[config.mk]
export PLATFORM = sky130hd
export DESIGN_NAME = fetch_unit_flat
export DESIGN_NICKNAME = d
export VERILOG_FILES = /design/src/rtl/fetch_unit_if.sv /design/src/rtl/fetch_unit.sv /design/src/flat_wrapper.sv
export SDC_FILE = /design/constraint.sdc
export NUM_CORES = 1
export LEC_CHECK = 0
export CORE_MARGIN = 5
export CORE_UTILIZATION = 40
export CTS_CLUSTER_DIAMETER = 150
export CTS_CLUSTER_SIZE = 12
export DETAILED_ROUTE_END_ITERATION = 7
export PLACE_DENSITY = 0.68
export REMOVE_ABC_BUFFERS = 1
export SYNTH_ARGS = -nofsm -noshare
export SYNTH_HDL_FRONTEND = slang
export SYNTH_SLANG_ARGS = --single-unit
[constraint.sdc]
create_clock -name clk -period 6.1 [get_ports clk]
set_input_delay 0.915 -clock clk [delete_from_list [all_inputs] [get_ports clk]]
set_output_delay 0.915 -clock clk [all_outputs]
set_load 0.005 [all_outputs]
[src/rtl/fetch_unit_if.sv]
// Fetch-stage bus: instruction-memory port, control strobes from the
// multicycle control unit, and the fetch-stage outputs consumed downstream.
interface fetch_unit_if #(
    parameter int AddrWidth = 10,
    parameter int CntWidth  = 16
);
    // Instruction memory
    logic [AddrWidth-1:0] im_addr;
    logic [31:0]          im_dout;

    // Control strobes and next-PC operands
    logic                 pc_wr;
    logic                 ir_wr;
    logic [1:0]           npc_op;
    logic                 br_taken;
    logic [31:0]          rs_data;

    // Fetch-stage state visible to the rest of the datapath
    logic [31:0]          pc;
    logic [31:0]          ir;
    logic [31:0]          ir_pc;
    logic                 instr_valid;
    logic                 fault;
    logic [CntWidth-1:0]  fetch_cnt;

    // Control unit / memory / datapath side
    modport master (
        input  im_addr,
        output im_dout,
        output pc_wr,
        output ir_wr,
        output npc_op,
        output br_taken,
        output rs_data,
        input  pc,
        input  ir,
        input  ir_pc,
        input  instr_valid,
        input  fault,
        input  fetch_cnt
    );

    // Fetch unit side
    modport slave (
        output im_addr,
        input  im_dout,
        input  pc_wr,
        input  ir_wr,
        input  npc_op,
        input  br_taken,
        input  rs_data,
        output pc,
        output ir,
        output ir_pc,
        output instr_valid,
        output fault,
        output fetch_cnt
    );
endinterface

[src/rtl/fetch_unit.sv]
// Instruction-fetch stage of a multicycle MIPS datapath. Owns the PC and the
// instruction register, selects the next PC (sequential, branch, jump, jr)
// and traps on misaligned or out-of-range fetch targets with a sticky fault.
module fetch_unit #(
    parameter int          AddrWidth = 10,
    parameter logic [31:0] ResetPC   = 32'h0000_0000,
    parameter int          CntWidth  = 16
) (
    input logic         clk,
    input logic         rst,
    fetch_unit_if.slave bus
);

    typedef enum logic [1:0] {
        ST_EMPTY = 2'd0,
        ST_VALID = 2'd1,
        ST_FAULT = 2'd2
    } state_e;

    typedef enum logic [1:0] {
        NPC_SEQ    = 2'b00,
        NPC_BRANCH = 2'b01,
        NPC_JUMP   = 2'b10,
        NPC_JR     = 2'b11
    } npc_op_e;

    state_e               state_q, state_d;
    logic [31:0]          pc_q, pc_d;
    logic [31:0]          ir_q, ir_d;
    logic [31:0]          ir_pc_q, ir_pc_d;
    logic [CntWidth-1:0]  fetch_cnt_q, fetch_cnt_d;
    logic                 instr_valid_q, instr_valid_d;
    logic                 fault_q, fault_d;

    logic [31:0]          pc_plus4;
    logic [31:0]          ir_pc_plus4;
    logic [31:0]          br_offset;
    logic [31:0]          target;
    logic                 target_legal;
    logic                 pc_update_req;

    // Next-PC candidates, always formed from the registered ir/ir_pc so a
    // simultaneous IR load never affects the target chosen on that edge.
    always_comb begin
        pc_plus4    = pc_q + 32'd4;
        ir_pc_plus4 = ir_pc_q + 32'd4;
        br_offset   = {{14{ir_q[15]}}, ir_q[15:0], 2'b00};

        unique case (npc_op_e'(bus.npc_op))
            NPC_SEQ:    target = pc_plus4;
            NPC_BRANCH: target = ir_pc_plus4 + br_offset;
            NPC_JUMP:   target = {ir_pc_plus4[31:28], ir_q[25:0], 2'b00};
            NPC_JR:     target = bus.rs_data;
            default:    target = pc_plus4;
        endcase

        // Word-aligned and inside the instruction memory's byte range.
        target_legal = (target[1:0] == 2'b00) && (target[31:AddrWidth+2] == '0);

        // An untaken branch is not a PC write at all: no update and no check.
        pc_update_req = bus.pc_wr &&
                        !((npc_op_e'(bus.npc_op) == NPC_BRANCH) && !bus.br_taken);
    end

    // Next-state logic for the FSM, PC, IR and fetch counter.
    always_comb begin
        // NOTE: every _d gets its hold value first so no path leaves it unassigned (no latch).
        state_d     = state_q;
        pc_d        = pc_q;
        ir_d        = ir_q;
        ir_pc_d     = ir_pc_q;
        fetch_cnt_d = fetch_cnt_q;

        if (state_q != ST_FAULT) begin
            if (bus.ir_wr) begin
                ir_d        = bus.im_dout;
                ir_pc_d     = pc_q;
                fetch_cnt_d = fetch_cnt_q + CntWidth'(1);
                state_d     = ST_VALID;
            end

            if (pc_update_req) begin
                if (target_legal) begin
                    pc_d = target;
                end else begin
                    state_d = ST_FAULT;
                end
            end
        end

        // Status outputs are registered decodes of the next state.
        instr_valid_d = (state_d == ST_VALID);
        fault_d       = (state_d == ST_FAULT);
    end

    // State register with synchronous reset taking priority over all strobes.
    always_ff @(posedge clk) begin
        // NOTE: sequential state uses non-blocking assignments so every flop samples pre-edge values.
        if (rst) begin
            state_q       <= ST_EMPTY;
            pc_q          <= ResetPC;
            ir_q          <= '0;
            ir_pc_q       <= '0;
            fetch_cnt_q   <= '0;
            instr_valid_q <= 1'b0;
            fault_q       <= 1'b0;
        end else begin
            state_q       <= state_d;
            pc_q          <= pc_d;
            ir_q          <= ir_d;
            ir_pc_q       <= ir_pc_d;
            fetch_cnt_q   <= fetch_cnt_d;
            instr_valid_q <= instr_valid_d;
            fault_q       <= fault_d;
        end
    end

    assign bus.im_addr     = pc_q[AddrWidth+1:2];
    assign bus.pc          = pc_q;
    assign bus.ir          = ir_q;
    assign bus.ir_pc       = ir_pc_q;
    assign bus.fetch_cnt   = fetch_cnt_q;
    assign bus.instr_valid = instr_valid_q;
    assign bus.fault       = fault_q;

endmodule

[src/flat_wrapper.sv]
// flat-port wrapper written by rule: the top's interface ports become plain ports
module fetch_unit_flat 
#(
    parameter int          AddrWidth = 10,
    parameter logic [31:0] ResetPC   = 32'h0000_0000,
    parameter int          CntWidth  = 16
)
  (clk, rst, bus_im_addr, bus_im_dout, bus_pc_wr, bus_ir_wr, bus_npc_op, bus_br_taken, bus_rs_data, bus_pc, bus_ir, bus_ir_pc, bus_instr_valid, bus_fault, bus_fetch_cnt);
  fetch_unit_if #(.AddrWidth(AddrWidth), .CntWidth(CntWidth)) bus_i ();
  input logic clk;
  input logic rst;
  output wire logic [$bits(bus_i.im_addr)-1:0] bus_im_addr;
  input wire logic [$bits(bus_i.im_dout)-1:0] bus_im_dout;
  input wire logic [$bits(bus_i.pc_wr)-1:0] bus_pc_wr;
  input wire logic [$bits(bus_i.ir_wr)-1:0] bus_ir_wr;
  input wire logic [$bits(bus_i.npc_op)-1:0] bus_npc_op;
  input wire logic [$bits(bus_i.br_taken)-1:0] bus_br_taken;
  input wire logic [$bits(bus_i.rs_data)-1:0] bus_rs_data;
  output wire logic [$bits(bus_i.pc)-1:0] bus_pc;
  output wire logic [$bits(bus_i.ir)-1:0] bus_ir;
  output wire logic [$bits(bus_i.ir_pc)-1:0] bus_ir_pc;
  output wire logic [$bits(bus_i.instr_valid)-1:0] bus_instr_valid;
  output wire logic [$bits(bus_i.fault)-1:0] bus_fault;
  output wire logic [$bits(bus_i.fetch_cnt)-1:0] bus_fetch_cnt;
  assign bus_im_addr = bus_i.im_addr;
  assign bus_i.im_dout = bus_im_dout;
  assign bus_i.pc_wr = bus_pc_wr;
  assign bus_i.ir_wr = bus_ir_wr;
  assign bus_i.npc_op = bus_npc_op;
  assign bus_i.br_taken = bus_br_taken;
  assign bus_i.rs_data = bus_rs_data;
  assign bus_pc = bus_i.pc;
  assign bus_ir = bus_i.ir;
  assign bus_ir_pc = bus_i.ir_pc;
  assign bus_instr_valid = bus_i.instr_valid;
  assign bus_fault = bus_i.fault;
  assign bus_fetch_cnt = bus_i.fetch_cnt;
  fetch_unit #(.AddrWidth(AddrWidth), .ResetPC(ResetPC), .CntWidth(CntWidth)) u_core (.clk(clk), .rst(rst), .bus(bus_i));
endmodule
# Word level (Yosys, flattened, before mapping)
# Cells that the tools add are included.
[word_totals] reg_bits=116 output_inout_bits=124 word_cells=32
[op_classes] addsub=4 eq_ne=6 n_mux=5 reduce_logical=10
[op_table] operator="one-hot mux 32 bit (4 select lines)" n=1
[op_table] operator="adder 32 x 3 -> 32 bit, second input constant" n=2
[op_table] operator="adder 32 bit" n=1
[op_table] operator="logical NOT 20 bit" n=1
[op_table] operator="adder 16 x 1 -> 16 bit, second input constant" n=1
[op_table] operator="two-way mux 2 bit" n=4
[op_table] operator="equality test 2 bit, second input constant" n=3
[op_table] operator="equality test 2 x 1 -> 1 bit, second input constant" n=2
[op_table] operator="logical NOT 2 bit" n=2
[op_table] operator="logical AND 1 bit" n=3
[op_table] operator="AND reduction 3 bit" n=1
[op_table] operator="logical NOT 1 bit" n=2
[op_table] operator="inequality test 2 bit, second input constant" n=1
[op_table] operator="AND reduction 2 bit" n=1

# Longest topological paths before layout
[depth] ltp_word=9 depth_mapped=21

# Least setup slack after synthesis
# Ideal clock, no wire load.
[synth_timing] path_kind="register to register" from="reg u_core.ir_pc_q[5], in the netlist u_core.bus.ir_pc[5]" to="reg u_core.pc_q[21], in the netlist u_core.bus.pc[21]" setup_time_ns=0.116 arrival_ns=4.461 required_ns=5.984 setup_slack_ns=1.523 stages_incl_launch_ff=21 path_buffers=4 synth_period_minus_slack_ns=4.577 cell_sequence="dfxtp_1 > nand4_1 > or3_1 > nor3_1 > nand4_1 > xnor2_1 > ha_1 > clkbuf_1 > nand4_1 > or3_1 > nor3_1 > nor2_1 > a21bo_2 > a311o_1 > a211oi_1 > and4_1 > buf_4 > nand3_2 > buf_6 > buf_6 > and3_1"
[synth_between] elab_chain_cells=6
[synth_rtl] item="start: declaration" line="fetch_unit.sv:30" rtl="logic [31:0] ir_pc_q, ir_pc_d;"
[synth_rtl] item="start signal: assignment" line="fetch_unit.sv:111" rtl="ir_pc_q <= ir_pc_d;"
[synth_rtl] item="adder 32 x 3 -> 32 bit (*)" line="fetch_unit.sv:46" rtl="ir_pc_plus4 = ir_pc_q + 32'd4;"
[synth_rtl] item="adder 32 bit" line="fetch_unit.sv:51" rtl="NPC_BRANCH: target = ir_pc_plus4 + br_offset;"
[synth_rtl] item="one-hot mux 32 bit (4 select lines) (*)" line="fetch_unit.sv:49" rtl="unique case (npc_op_e'(bus.npc_op))"
[synth_rtl] item="logical NOT 20 bit" line="fetch_unit.sv:58" rtl="target_legal = (target[1:0] == 2'b00) && (target[31:AddrWidth+2] == '0);"
[synth_rtl] item="logical AND 1 bit" line="fetch_unit.sv:58"
[synth_rtl] item="AND reduction 3 bit (no source line)"
[synth_rtl] item="end signal: assignment" line="fetch_unit.sv:101" rtl="pc_q <= ResetPC;"
[synth_rtl] item="end signal: assignment" line="fetch_unit.sv:109" rtl="pc_q <= pc_d;"
[synth_rtl] item="end: declaration" line="fetch_unit.sv:28" rtl="logic [31:0] pc_q, pc_d;"
# Mark *: on every way between the ends. The rest lies on a longest branch, timed or not.
# A chain may end at the register's enable or synchronous reset.

# Worst setup path after layout
[layout_timing] from="reg u_core.ir_pc_q[4], in the netlist u_core.bus.ir_pc[4]" to="reg u_core.pc_q[6], in the netlist u_core.bus.pc[6]"
# Same word-level chain as after synthesis.

==> qor.txt <==
====================================================================================
Run status ............................................................ finished, final reports clean
Hold Crit Class ....................................................... register to register
Final hold viol count .................................................            0
Top cell type's share of synthesized area .............................        0.295
Clk pin slew, worst setup/hold paths ..................................        60 ps
Multi-input combinational cell area ...................................    5140 um^2
Count of hold buffers inserted by post-cts repair .....................            0
Signal arrival time at the worst endpoint .............................      5860 ps
Routability cong. .....................................................        0.903
Ys Warns ..............................................................            0
Count of pins on the block boundary ...................................          195
GR Util met1 ..........................................................        0.339
Layout net count ......................................................         1291
Pins over their slew limit ............................................            0
Combined flip-flop and latch cell area ................................    2320 um^2
CP Capture Type .......................................................     register
Synth Flop Type ....................................................... sky130_fd_sc_hd__dfxtp_1
Number of synthesized flops with an enable pin ........................            0
Standby leakage power .................................................      3.84 nW
Detail-routed via count per cell ......................................         5.59
Count of placed standard cells in the final layout, fillers left out ..         1463
Global-route wire length before repair ................................     43700 um
Maximum number of pins on one net before global-route repair ..........           67
Clock latency on the worst-skew pair ..................................       430 ps
Slew at the pin closest to its max-slew limit .........................       918 ps
Count of buffer and inverter cells on the critical path ...............            0
Clock tree buffer depth ...............................................            2
Post-detailed-route DRC marker count ..................................            0
Total Wirelength ......................................................     28000 um
Combined area of all synthesized cells ................................    7880 um^2
Initial DRT Pass Iterations ...........................................            5
Layer carrying the most global-route usage ............................         met2
Share of final-layout standard cells stronger than drive strength 1 ...       0.0618
Flop and latch count out of synthesis .................................          116
Vias in the first global route ........................................         7850
Setup Buffers After CTS ...............................................            0
Global-route usage over all layers ....................................        0.247
Die width .............................................................       150 um
Total gr overflow .....................................................            0
Biggest area contributors in the synthesized netlist .................. sky130_fd_sc_hd__dfxtp_1 (29%), sky130_fd_sc_hd__nand2_1 (10%), sky130_fd_sc_hd__a21oi_1 (7.6%)
Setup Crit Path Kind .................................................. register to register
Post-placement cell count .............................................         1431
Post-synth top area cell .............................................. sky130_fd_sc_hd__dfxtp_1
Max-capacitance violation count .......................................            0
Cell variety after synth ..............................................           77
ANT nets after route ..................................................            0
Clock tree from TritonCTS .............................................         done
Fraction of the yosys area taken by sequential cells ..................        0.295
Relative area change from synthesis to final layout ...................        32.4%
Post-Route Skew .......................................................      10.7 ps
Achievable frequency ..................................................    0.180 GHz
Setup TNS .............................................................         0 ps
Worst slew margin relative to its limit ...............................        0.388
Count of antenna diodes in the layout .................................            0
DP Wirelength .........................................................     20800 um
Final period util .....................................................        0.910
Number of clock sinks seen by CTS .....................................          116
Crit path time final ..................................................      5550 ps
Final Setup Violations ................................................            0
Hold_sp ............................................................... u_core.bus.ir[30]$_SDFFE_PP0P_
Biggest fanout along the worst timing path ............................           29
Critical path's slowest cell .......................................... sky130_fd_sc_hd__nor4_1
Post-route cell area ..................................................   10400 um^2
Met3 usage ............................................................       0.0542
Inserted Clock Buffers ................................................           17
Met2 capacity usage during global routing .............................        0.386
Tightest hold margin ..................................................       455 ps
Number of placement rows ..............................................           51
CORE AREA .............................................................   19400 um^2
Number of levels the H-tree was split into ............................            4
Placed cell area ......................................................    9870 um^2
Slowest Stage Delay on Critical Path ..................................       760 ps
Post-CTS sizing .......................................................            0
Worst reg2reg startpoint .............................................. u_core.bus.ir_pc[4]$_SDFFE_PP0P_
Kind of start point of the critical path ..............................     register
Fill cell total of the finished layout ................................         1892
Leading post-synthesis cells by instance count ........................ sky130_fd_sc_hd__nand2_1 (211), sky130_fd_sc_hd__a21oi_1 (120), sky130_fd_sc_hd__dfxtp_1 (116)
Number of antenna violations at the first check in global routing .....            0
Vertical extent of the die ............................................       150 um
Start point of the critical path ...................................... u_core.bus.ir_pc[4]$_SDFFE_PP0P_
DR iter-0 viols .......................................................          710
Cell with the most instances after synthesis .......................... sky130_fd_sc_hd__nand2_1
Maximum vdd drop ......................................................     0.193 mV
Critical path required time ...........................................      6410 ps
Port Buffers ..........................................................          194
Clock root buffer ..................................................... sky130_fd_sc_hd__clkbuf_16
Vias ..................................................................         8183
Area enclosed by the die boundary .....................................   22600 um^2
Proportion of synthesized flip-flops having asynchronous set or reset .            0
Most frequent CP cell ................................................. sky130_fd_sc_hd__nor2_1
Ratio of total power to cell area .....................................  195 nW/um^2
Avg WL per Cell .......................................................      19.1 um
Mean cell area of the mapped netlist ..................................    7.62 um^2
Family with the most delay on the worst path .......................... simple AND/OR/NAND/NOR gates
Number of cells produced by synthesis .................................         1034
Starting density of the core ..........................................        0.406
Setup repair after global routing missed its margin ...................           no
Critical Path, Cell by Cell ........................................... nand3_1 -> nor4_1 -> nand2_1 -> nor2_1 -> xor2_1 -> ha_1 -> a21oi_1 -> nor2_1 -> a211oi_1 -> mux2i_1 -> a22o_1 -> or4_4 -> nor4_4 -> and4_1 -> nand3_2 -> o221a_1
====================================================================================
==> cell usage in the layout (no fill, tap or decap), drive strengths merged, types with 6 or more instances in the layout <==
cell           instances
dfxtp                116
clkbuf                17
xor2                  35
a211oi                 8
ha                    34
or3                    8
a211o                  7
o21a                  10
nor4                  11
o221a                  7
o21ai                 26
buf                   10
nand2                211
mux2i                  9
a21o                   7
nand2b                 6
nor3                  17
clkdlybuf4s50        191
nand3                 32
a21oi                121
nor2                  62
inv                   34
xnor2                 41
nand4                 44
and3                  32
mux4                   9
and2                   6
==> where the power goes <==
| part | switching, mW | internal, mW | total [mW] |
|---|---|---|---|
| clock | 0.440 | 0.538 | 0.979 |
| sequential | 0.0173 | 0.774 | 0.791 |
| combinational | 0.145 | 0.124 | 0.269 |
==> worst reg2reg max path, cell delays in order (launching register included) <==
cell	delay (ps)
sky130_fd_sc_hd__dfxtp_1	450
sky130_fd_sc_hd__nand3_1	340
sky130_fd_sc_hd__nor4_1	760
sky130_fd_sc_hd__nand2_1	180
sky130_fd_sc_hd__nor2_1	150
sky130_fd_sc_hd__xor2_1	170
sky130_fd_sc_hd__ha_1	340
sky130_fd_sc_hd__a21oi_1	240
sky130_fd_sc_hd__nor2_1	70
sky130_fd_sc_hd__a211oi_1	370
sky130_fd_sc_hd__mux2i_1	130
sky130_fd_sc_hd__a22o_1	190
sky130_fd_sc_hd__or4_4	490
sky130_fd_sc_hd__nor4_4	300
sky130_fd_sc_hd__and4_1	400
sky130_fd_sc_hd__nand3_2	470
sky130_fd_sc_hd__o221a_1	400
==> routing by layer <==
metal | routed length [um] | vias to the layer above
met1 | 12400 | 3804
met5 | 0 | -
li1 | - | 3999
met4 | 651 | 0
met3 | 2390 | 43
met2 | 12500 | 337
==> path summary, 6_finish.rpt <==
path | endpoint | slack, ps | depth (start not counted)
setup / recovery | u_core.bus.pc[6]$_SDFFE_PP0P_ | 550 | 16
setup reg to reg | u_core.bus.pc[6]$_SDFFE_PP0P_ | 550 | 16
hold reg to reg | u_core.bus.ir[30]$_SDFFE_PP0P_ | 460 | 2
hold / removal | u_core.bus.ir[30]$_SDFFE_PP0P_ | 460 | 2
==> per-stage QoR <==
step,setup slack (ps),util,power (mW)
3_3_place_gp,819,0.509,1.07
3_5_place_dp,658,0.509,1.08
6_report,551,0.538,2.04
4_1_cts,630,0.538,2.05
2_1_floorplan,1580,-,0.927
5_1_grt,84.7,0.538,2.11
==> final cells by class <==
class,count,share of cell area
tap,265,0.0318
timing repair buffer,201,0.190
clock inverter,15,0.0132
inverter,24,0.00864
clock buffer,17,0.0408
sequential,116,0.223
multi-input combinational,825,0.493
==> flip-flops by register name (all words and copies together), names as in the netlist <==
name,count
u_core.bus.fault,1
u_core.bus.fetch_cnt,16
u_core.bus.instr_valid,1
u_core.bus.ir,32
u_core.bus.ir_pc,32
u_core.bus.pc,32
u_core.state_q,2
==> cell families after synthesis <==
| family | Yosys count | synth area share |
|---|---|---|
| compound gates | 244 | 0.198 |
| flops | 116 | 0.295 |
| simple gates | 449 | 0.272 |
| fa+ha+maj | 36 | 0.0578 |
| buf+inv | 93 | 0.0527 |
| xor+xnor | 76 | 0.0845 |
| mux | 20 | 0.0400 |
Note: power is estimated with default switching activity, not from simulation.
